File: src/rtl/sram_read_seq_if.sv
// Bus bundle for the SRAM read sequencer.
// slave = sequencer side, master = requester/SRAM side.
interface sram_read_seq_if #(
  parameter int ADDR_W = 20,
  parameter int DATA_W = 16
);
  logic              Req;
  logic [ADDR_W-1:0] Addr;
  logic [DATA_W-1:0] SRAM_DQ;
  logic [ADDR_W-1:0] SRAM_ADDR;
  logic              CE_N;
  logic              OE_N;
  logic              WE_N;
  logic [DATA_W-1:0] Data_out;
  logic              Valid;
  logic              Busy;
  logic [15:0]       Read_count;

  modport slave (
    input  Req, Addr, SRAM_DQ,
    output SRAM_ADDR, CE_N, OE_N, WE_N,
    output Data_out, Valid, Busy, Read_count
  );

  modport master (
    output Req, Addr, SRAM_DQ,
    input  SRAM_ADDR, CE_N, OE_N, WE_N,
    input  Data_out, Valid, Busy, Read_count
  );
endinterface

File: src/rtl/sram_read_seq.sv
// SRAM read sequencer: strobes, fixed wait, capture, valid pulse.
// Optional completed-read counter: SRAM_READ_SEQ_COUNT_EN.
module sram_read_seq #(
  parameter int ADDR_W      = 20,
  parameter int DATA_W      = 16,
  parameter int WAIT_CYCLES = 2
) (
  input  logic              Clk,
  input  logic              Reset,
  sram_read_seq_if.slave    bus
);

  typedef enum logic [2:0] {
    IDLE,
    SETUP,
    WAIT,
    CAPTURE,
    DONE
  } state_t;

  localparam logic [3:0] LAST = 4'(WAIT_CYCLES - 1);

  state_t            state;
  logic [3:0]        cnt;
  logic [ADDR_W-1:0] addr_q;
  logic [DATA_W-1:0] data_q;
  logic              ce_n;
  logic              oe_n;
  logic              valid;
  logic              busy;

  // Sequencer FSM with all outputs registered alongside state.
  always_ff @(posedge Clk) begin
    if (Reset) begin
      state  <= IDLE;
      cnt    <= '0;
      addr_q <= '0;
      data_q <= '0;
      ce_n   <= 1'b1;
      oe_n   <= 1'b1;
      valid  <= 1'b0;
      busy   <= 1'b0;
    end else begin
      valid <= 1'b0;
      unique case (state)
        IDLE: begin
          if (bus.Req) begin
            addr_q <= bus.Addr;
            ce_n   <= 1'b0;
            oe_n   <= 1'b0;
            busy   <= 1'b1;
            state  <= SETUP;
          end
        end
        SETUP: begin
          cnt   <= '0;
          state <= WAIT;
        end
        WAIT: begin
          cnt <= cnt + 4'd1;
          if (cnt == LAST)
            state <= CAPTURE;
        end
        CAPTURE: begin
          data_q <= bus.SRAM_DQ;
          ce_n   <= 1'b1;
          oe_n   <= 1'b1;
          valid  <= 1'b1;
          state  <= DONE;
        end
        DONE: begin
          busy  <= 1'b0;
          state <= IDLE;
        end
        default: begin
          ce_n  <= 1'b1;
          oe_n  <= 1'b1;
          busy  <= 1'b0;
          state <= IDLE;
        end
      endcase
    end
  end

`ifdef SRAM_READ_SEQ_COUNT_EN
  logic [15:0] read_cnt;

  // Count reads on the edge entering DONE; aborted reads never get there.
  always_ff @(posedge Clk) begin
    if (Reset)
      read_cnt <= '0;
    else if (state == CAPTURE)
      read_cnt <= read_cnt + 16'd1;
  end

  assign bus.Read_count = read_cnt;
`else
  assign bus.Read_count = 16'h0000;
`endif

  assign bus.SRAM_ADDR = addr_q;
  assign bus.CE_N      = ce_n;
  assign bus.OE_N      = oe_n;
  assign bus.WE_N      = 1'b1;
  assign bus.Data_out  = data_q;
  assign bus.Valid     = valid;
  assign bus.Busy      = busy;

endmodule

File: src/flat_wrapper.sv
// flat-port wrapper written by rule: the top's interface ports become plain ports
module sram_read_seq_flat 
#(
  parameter int ADDR_W      = 20,
  parameter int DATA_W      = 16,
  parameter int WAIT_CYCLES = 2
)
  (Clk, Reset, bus_Req, bus_Addr, bus_SRAM_DQ, bus_SRAM_ADDR, bus_CE_N, bus_OE_N, bus_WE_N, bus_Data_out, bus_Valid, bus_Busy, bus_Read_count);
  sram_read_seq_if #(.ADDR_W(ADDR_W), .DATA_W(DATA_W)) bus_i ();
  input  logic Clk;
  input  logic Reset;
  input wire logic [$bits(bus_i.Req)-1:0] bus_Req;
  input wire logic [$bits(bus_i.Addr)-1:0] bus_Addr;
  input wire logic [$bits(bus_i.SRAM_DQ)-1:0] bus_SRAM_DQ;
  output wire logic [$bits(bus_i.SRAM_ADDR)-1:0] bus_SRAM_ADDR;
  output wire logic [$bits(bus_i.CE_N)-1:0] bus_CE_N;
  output wire logic [$bits(bus_i.OE_N)-1:0] bus_OE_N;
  output wire logic [$bits(bus_i.WE_N)-1:0] bus_WE_N;
  output wire logic [$bits(bus_i.Data_out)-1:0] bus_Data_out;
  output wire logic [$bits(bus_i.Valid)-1:0] bus_Valid;
  output wire logic [$bits(bus_i.Busy)-1:0] bus_Busy;
  output wire logic [$bits(bus_i.Read_count)-1:0] bus_Read_count;
  assign bus_i.Req = bus_Req;
  assign bus_i.Addr = bus_Addr;
  assign bus_i.SRAM_DQ = bus_SRAM_DQ;
  assign bus_SRAM_ADDR = bus_i.SRAM_ADDR;
  assign bus_CE_N = bus_i.CE_N;
  assign bus_OE_N = bus_i.OE_N;
  assign bus_WE_N = bus_i.WE_N;
  assign bus_Data_out = bus_i.Data_out;
  assign bus_Valid = bus_i.Valid;
  assign bus_Busy = bus_i.Busy;
  assign bus_Read_count = bus_i.Read_count;
  sram_read_seq #(.ADDR_W(ADDR_W), .DATA_W(DATA_W), .WAIT_CYCLES(WAIT_CYCLES)) u_core (.Clk(Clk), .Reset(Reset), .bus(bus_i));
endmodule
File: config.mk
export PLATFORM = sky130hd
export DESIGN_NAME = sram_read_seq_flat
export DESIGN_NICKNAME = d
export VERILOG_FILES = /design/src/rtl/sram_read_seq_if.sv /design/src/rtl/sram_read_seq.sv /design/src/flat_wrapper.sv
export SDC_FILE = /design/constraint.sdc
export NUM_CORES = 1
export LEC_CHECK = 0
export CAP_MARGIN = 20
export CELL_PAD_IN_SITES_DETAIL_PLACEMENT = 0
export CELL_PAD_IN_SITES_GLOBAL_PLACEMENT = 1
export CORE_MARGIN = 8
export CORE_UTILIZATION = 30
export CTS_CLUSTER_SIZE = 8
export DETAILED_ROUTE_END_ITERATION = 16
export PLACE_DENSITY_LB_ADDON = 0.15
export SLEW_MARGIN = 0
export SYNTH_ARGS = -nofsm -noshare
export SYNTH_HDL_FRONTEND = slang
export SYNTH_SLANG_ARGS = --single-unit
File: constraint.sdc
create_clock -name Clk -period 2.12 [get_ports Clk]
set_input_delay 0.318 -clock Clk [delete_from_list [all_inputs] [get_ports Clk]]
set_output_delay 0.318 -clock Clk [all_outputs]
set_load 0.005 [all_outputs]
Word-level counts from Yosys, hierarchy flattened. Index checks and enable logic that the tools add are counted.

Bits of input ports: 39. Flip-flop bits (word level): 46.

Reductions and logical operators: 8. Muxes and demuxes: 9. Equal/unequal tests: 7. Bitwise gates (word level): 2. Add/sub/neg operators: 1.

Operators with widths (number): 3-bit one-hot mux with 4 select lines (1); 4-bit one-hot mux with 2 select lines (1); 2-bit AND reduction (4); 3-bit by 2-bit equality test with 1-bit output (second input constant) (2); 3-bit two-way mux (2); 3-bit OR reduction (2); 4-bit by 1-bit adder with 4-bit output (second input constant) (1); 4-bit by 1-bit equality test with 1-bit output (second input constant) (1); 1-bit one-hot mux with 2 select lines (2); 3-bit by 1-bit equality test with 1-bit output (second input constant) (1); 3-bit equality test (second input constant) (1); 3-bit zero test (1); 1-bit two-way mux (3); 2-bit by 1-bit inequality test with 1-bit output (second input constant) (1); 2-bit inequality test (second input constant) (1); 1-bit NOT (2); 2-bit nonzero test (1).

Depth between registers and ports, before layout. Gate-level depths: netlist of run 1.

Depth after elaboration: 4. Depth in mapped cells: 6. Gate-level depth less buffers: 5.

Least setup slack after synthesis of run 1. Ideal clock, no wire load.

Kind: register -> register. From: register u_core.state[0]. To: register u_core.addr_q[3], in the netlist u_core.bus.SRAM_ADDR[3]. Period minus slack after synthesis: 1.322 ns. Cell stages (with the launch flop): 6. Data arrival time: 1.190 ns. Setup slack: 0.798 ns. Required time: 1.988 ns. Setup time: 0.132 ns. Cells stage by stage: dfxtp_1 buf_6 or4b_4 buf_6 nand2_1 a21oi_1.

Longest elaborated chain between the ends: 2.

RTL lines: from (decl) (RTL line sram_read_seq.sv:23) `state_t state;`; from (signal assigned) (RTL line sram_read_seq.sv:35) `state <= IDLE;`; from (signal assigned) (RTL line sram_read_seq.sv:52) `state <= SETUP;`; from (signal assigned) (RTL line sram_read_seq.sv:57) `state <= WAIT;`; 3-bit zero test (RTL line sram_read_seq.sv:45) `unique case (state)`; 2-bit AND reduction (no source line); to (signal assigned) (RTL line sram_read_seq.sv:48) `addr_q <= bus.Addr;`; to (decl) (RTL line sram_read_seq.sv:25) `logic [ADDR_W-1:0] addr_q;`.

No other way between the ends. A chain may end at the register's enable or synchronous reset.

Final worst setup path of run 1.
From: register u_core.state[2]. To: register u_core.addr_q[6], in the netlist u_core.bus.SRAM_ADDR[6].

Same word-level chain as after synthesis.

==> impl_metrics.json, run 1 <==
{
  "yosysMostFrequentCell": "nand2_1",
  "first_pass_iters": 4,
  "drive_above_1_share_pct": 5.52,
  "outcome": "finished, final reports clean",
  "yosysUniqueCellTypes": 33,
  "drc": 0,
  "critPathKind": "register to register",
  "via_per_inst": 4.33,
  "htreeDepth": 2,
  "clock_skew_ns": 0.00761,
  "wl_mm": 4.97,
  "grt_pass1_vias": 1564,
  "ctsHoldBuffers": 0,
  "clk_path_buf_depth": 2,
  "die_w_um": 96.0,
  "irDropWorstVdd_uv": 326,
  "worstSetupStartpointType": "register",
  "root_buffer": "clkbuf_8",
  "tns_ns": 0,
  "worstSkewPairLatency_ns": 0.29,
  "fmax_ghz": 0.658,
  "synth-seq-cells": 46,
  "grt_pass1_wl_mm": 7.76,
  "synth_enable_flop_cells": 0,
  "place_ws_ns": 0.353,
  "n_antenna_cell": 0,
  "avgSynthCellArea_um2": 8.14,
  "maxSlewHeadroom_pct": 65.6,
  "num_io_pins": 96,
  "gp_routability_congestion": 0.656,
  "slowest_delay_ns": 0.75,
  "fillers": 650,
  "dpl.hpwl_mm": 3.45,
  "crit_family": "simple AND/OR/NAND/NOR gates",
  "vias": 1667,
  "fin_cells": 385,
  "rows": 29,
  "drt_iter0_drc": 83,
  "netlist_area_um2": 1920,
  "cp_cell_sequence": "or4b_4 -> nand2_1 -> a21oi_1",
  "cts_tree": "built",
  "rsz0062_at_grt": "no",
  "dieArea_um2": 9220,
  "placedCellCount": 377,
  "cts_sinks": 46,
  "required_ns": 2.30,
  "finalNetCount": 348,
  "async_flop_share_pct": 0,
  "worst_slack_ns": 0.599,
  "leakagePower_uw": 0.00103,
  "syn_inst": 236,
  "path_max_fanout": 21,
  "setup_viol": 0,
  "powerDensity_nw_per_um2": 655,
  "finalCritPeriodShare_pct": 71.7,
  "postCtsSetupBuffers": 0,
  "cp.arrival_ns": 1.70,
  "antenna_found_initial": 0,
  "ant_nets": 0,
  "yosys.area.top_type": "dfxtp_1",
  "period_needed_ns": 1.52,
  "slew_viol_final": 0,
  "register_area_um2": 921,
  "multi_input_comb_area_um2": 828,
  "routedWlPerCell_um": 12.9,
  "ctsResizeCount": 0,
  "yosysWarnings": 0,
  "area_growth_syn_to_layout_pct": 44.3,
  "finalInstanceArea_um2": 2770,
  "yosysSeqAreaShare_pct": 47.9,
  "grt_util_all_layers_pct": 10.7,
  "postPlaceCellArea_um2": 2680,
  "hold_violations": 0,
  "path_buf_inv": 0,
  "synth_flop_cell": "dfxtp_1",
  "fp.dieH_um": 96.0,
  "io_buffers": 78,
  "initial_utilization_pct": 30.6,
  "cpMaxStageDelayCell": "or4b_4",
  "synth_top_area_share_pct": 47.9,
  "hold_class": "primary input to register",
  "ys_top_cells_by_area": "dfxtp_1 48%, nand2_1 14%, a21oi_1 11%",
  "grt_overflow": 0,
  "cp-end-kind": "register",
  "cts_buffers": 5,
  "max_slew.worst_pin.slew_ns": 0.515,
  "clk_pin_slew_ns": 0.09,
  "grt_max_degree": 47,
  "core-area_um2": 6280,
  "synth.top_cells.by_count": "74 x nand2_1, 46 x dfxtp_1, 41 x a21oi_1",
  "drv_cap": 0
}
metal layers:
| metal | vias up | part of all wire (%) | routed length [µm] | track usage [%] |
|---|---|---|---|---|
| li1 | 876 | - | - | - |
| met1 | 723 | 44 | 2190 | 13.6 |
| met2 | 64 | 42 | 2100 | 14.6 |
| met3 | 4 | 13 | 640 | 6.08 |
| met4 | 0 | 0.76 | 38 | 3.46 |
| met5 | - | 0 | 0 | 0 |
layout make-up:
| class | count | area share [%] |
|---|---|---|
| clock inverter | 1 | 0.180 |
| sequential | 46 | 33.2 |
| multi-input combinational | 169 | 29.9 |
| tap | 77 | 3.47 |
| inverter | 1 | 0.135 |
| timing repair buffer | 84 | 30.0 |
| clock buffer | 7 | 3.11 |
state kept, by name, summed over array words and instances, names as in the netlist:
signal / count
u_core.cnt: 4
u_core.bus.Data_out: 16
u_core.bus.Busy: 1
u_core.bus.OE_N: 1
u_core.bus.SRAM_ADDR: 20
u_core.state: 3
u_core.bus.Valid: 1
worst register-to-register path: stages, from the launching register on:
cell,delay [ns]
dfxtp_1,0.47
or4b_4,0.76
nand2_1,0.12
a21oi_1,0.07
logic make-up (layout without fill, tap and decap cells):
logic type,count (synthesis),count (layout),share of synthesized area (%)
xor+xnor,1,1,0.456
flops,46,46,47.9
buf+inv,36,93,12.4
fa+ha+maj,2,2,1.30
compound gates,53,53,15.0
other cells,2,17,0.391
simple gates,96,96,22.6
per-stage QoR:
step	utilization [%]	hold slack (ns)	power, µW
6_report	44.2	0.452	1820
5_1_grt	44.2	0.469	1920
4_1_cts	44.2	0.448	1860
3_5_place_dp	42.7	0.446	1300
3_3_place_gp	42.7	0.441	1300
2_1_floorplan	-	0.453	1140
cell usage in the layout, fill, tap and decap left out, drive strengths merged:
| cell type | Yosys | final |
|---|---|---|
| nand3 | 1 | 1 |
| nor2b | 3 | 3 |
| clkbuf | 5 | 7 |
| nor3b | 2 | 2 |
| nor3 | 2 | 2 |
| buf | 30 | 7 |
| nand4 | 1 | 1 |
| ha | 2 | 2 |
| nand3b | 1 | 1 |
| nand2 | 74 | 74 |
| nand2b | 1 | 1 |
| a21o | 2 | 2 |
| a41oi | 1 | 1 |
| a21oi | 42 | 42 |
| xnor2 | 1 | 1 |
| or3b | 1 | 1 |
| nor2 | 3 | 3 |
| clkinv | 0 | 1 |
| or4b | 1 | 1 |
| conb | 2 | 17 |
| and2 | 1 | 1 |
| dfxtp | 46 | 46 |
| o21bai | 3 | 3 |
| a31oi | 2 | 2 |
| o21ai | 3 | 3 |
| inv | 1 | 1 |
| nor4 | 1 | 1 |
| and3b | 1 | 1 |
| clkdlybuf4s50 | 0 | 77 |
| nor4b | 3 | 3 |
path summary, 6_finish.rpt:
check                                from                       to  slack, ns  cells past startpoint
setup / recovery          u_core.state[2]  u_core.bus.SRAM_ADDR[6]       0.60                      3
hold / removal                      Reset          u_core.bus.Busy       0.45                      3
setup reg to reg          u_core.state[2]  u_core.bus.SRAM_ADDR[6]       0.60                      3
hold reg to reg   u_core.bus.Data_out[13]  u_core.bus.Data_out[13]       0.45                      2
power breakdown:
group | switching [µW] | leakage [µW] | internal (µW) | total [µW]
combinational | 133 | 0.000602 | 192 | 325
sequential | 36.8 | 0.000375 | 910 | 947
clock | 281 | 0.0000482 | 263 | 544
total | 451 | 0.00103 | 1370 | 1820
Power figures use the tool's default switching activity.
==> inputs of run 2 (changes only) <==
CORE_UTILIZATION = 28   (was 30)
clock period = 1.5 ns   (was 2.12 ns; I/O delays follow)
==> run 2 against run 1 <==
Compared with the run above: die area grew 5.9%; count of clock-buffer cells in the layout decreased by 1; non-clock buffer count grew 3; critical endpoint is now bus_CE_N; largest cell class unchanged.
==> impl_metrics.json, run 2 (same netlist as run 1, synthesis figures left out) <==
{
  "drive_above_1_share_pct": 6.43,
  "grt_overflow": 0,
  "antenna_found_initial": 0,
  "crit_cells": 1,
  "outcome": "finished, final reports clean",
  "ctsHoldBuffers": 0,
  "drt_iter0_drc": 49,
  "p_seq_share_pct": 51.9,
  "period_needed_ns": 1.41,
  "postCtsSetupBuffers": 0,
  "mostFrequentLayoutCells": "77 x clkdlybuf4s50_1, 74 x nand2_1, 46 x dfxtp_1",
  "place_ws_ns": -0.147,
  "slew_viol_final": 0,
  "dieArea_um2": 9770,
  "power.total_uw": 2550,
  "grt_max_degree": 22,
  "register_area_um2": 921,
  "drv_cap": 0,
  "clk_pin_slew_ns": 0.08,
  "area_growth_syn_to_layout_pct": 45.4,
  "rows": 30,
  "worstSkewPairLatency_ns": 0.29,
  "hold_depth": 2,
  "worstSetupStartpointType": "register",
  "ant_nets": 0,
  "grt_pass1_vias": 1785,
  "root_buffer": "clkbuf_8",
  "powerDensity_nw_per_um2": 911,
  "worst-r2r-setup-slack_ns": 0.18,
  "worstRegToRegCells": 3,
  "ctsResizeCount": 0,
  "switchingPower_uw": 652,
  "leakagePower_uw": 0.00104,
  "finalCritPeriodShare_pct": 94.2,
  "path_buf_inv": 1,
  "sw_frac_of_total_pct": 25.6,
  "clock_skew_ns": 0.00468,
  "cp-end-kind": "primary output",
  "irDropWorstVdd_uv": 311,
  "n_antenna_cell": 0,
  "hold_violations": 0,
  "grt_util_all_layers_pct": 10.9,
  "critPathKind": "register to primary output",
  "io_buffers": 78,
  "vias": 1713,
  "finalNetCount": 351,
  "p_clk_share_pct": 28.9,
  "first_pass_iters": 4,
  "setup_viol": 0,
  "via_per_inst": 4.38,
  "cp_cell_sequence": "clkdlybuf4s50_1",
  "rsz0062_at_grt": "no",
  "routedWlPerCell_um": 13.2,
  "gp_routability_congestion": 0.740,
  "cp.arrival_ns": 1.19,
  "path_max_fanout": 4,
  "grt_pass1_wl_mm": 8.80,
  "slowest_delay_ns": 0.52,
  "fp.dieH_um": 98.8,
  "dpl.hpwl_mm": 3.67,
  "core-area_um2": 6720,
  "final_common_cell": "clkdlybuf4s50_1",
  "fmax_ghz": 0.708,
  "cpMaxStageDelayCell": "clkdlybuf4s50_1",
  "intPower_uw": 1900,
  "multi_input_comb_area_um2": 828,
  "cts_buffers": 5,
  "die_w_um": 98.8,
  "worst_slack_ns": 0.0877,
  "clk_path_buf_depth": 2,
  "largest_register_ffs": 20,
  "htreeDepth": 2,
  "required_ns": 1.27,
  "cts_sinks": 46,
  "wl_mm": 5.15,
  "hold_class": "primary input to register",
  "initial_utilization_pct": 28.6,
  "crit_family": "buffers and inverters",
  "drc": 0,
  "fillers": 719,
  "num_io_pins": 96,
  "p_comb_share_pct": 19.2,
  "cts_tree": "built"
}
[run 2: cell types whose count changed in the layout (fill, tap and decap cells not counted), sizes merged]
cell and change:
clkbuf -1, buf +3, clkinv +1
[run 2: through the flow]
step	hold WS, ns	setup TNS [ns]	utilization [%]	instances	instance area, µm²
after floorplan	0.361	0	-	251	1980
after global placement	0.440	-2.42	40.3	383	2710
after detailed placement	0.446	-2.64	40.3	383	2710
after CTS	0.322	0	41.6	391	2800
after global routing	0.327	0	41.6	391	2800
final	0.312	0	41.6	391	2800
[run 2: worst paths after layout]
check                                              from                      end
worst min-delay path                              Reset          u_core.bus.Busy
worst max-delay path                    u_core.bus.OE_N                 bus_CE_N
worst min register to register  u_core.bus.SRAM_ADDR[8]  u_core.bus.SRAM_ADDR[8]
worst max register to register          u_core.state[2]  u_core.bus.SRAM_ADDR[4]
[run 2: layer usage]
metal  vias up  global-route usage [%]  part of all wire, %
met2        66                    17.1                   44
li1        883                       -                    -
met5         -                       0                    0
met1       756                    12.7                   45
met4         0                    3.66                  1.7
met3         8                    5.29                   10
[run 2: layout make-up]
type                            count  area share, %
Clock buffer                        6           2.60
Clock inverter                      2          0.492
Inverter                            1          0.134
Multi-Input combinational cell    169           29.6
Sequential cell                    46           32.9
Tap cell                           80           3.58
Timing Repair Buffer               87           30.6
[run 2: power groups by stage]
stage | clock, µW | combinational (µW) | sequential [µW]
2_1_floorplan | 0 | 258 | 1350
3_3_place_gp | 0 | 494 | 1350
3_5_place_dp | 0 | 494 | 1350
4_1_cts | 787 | 497 | 1320
5_1_grt | 840 | 545 | 1330
6_report | 737 | 488 | 1320
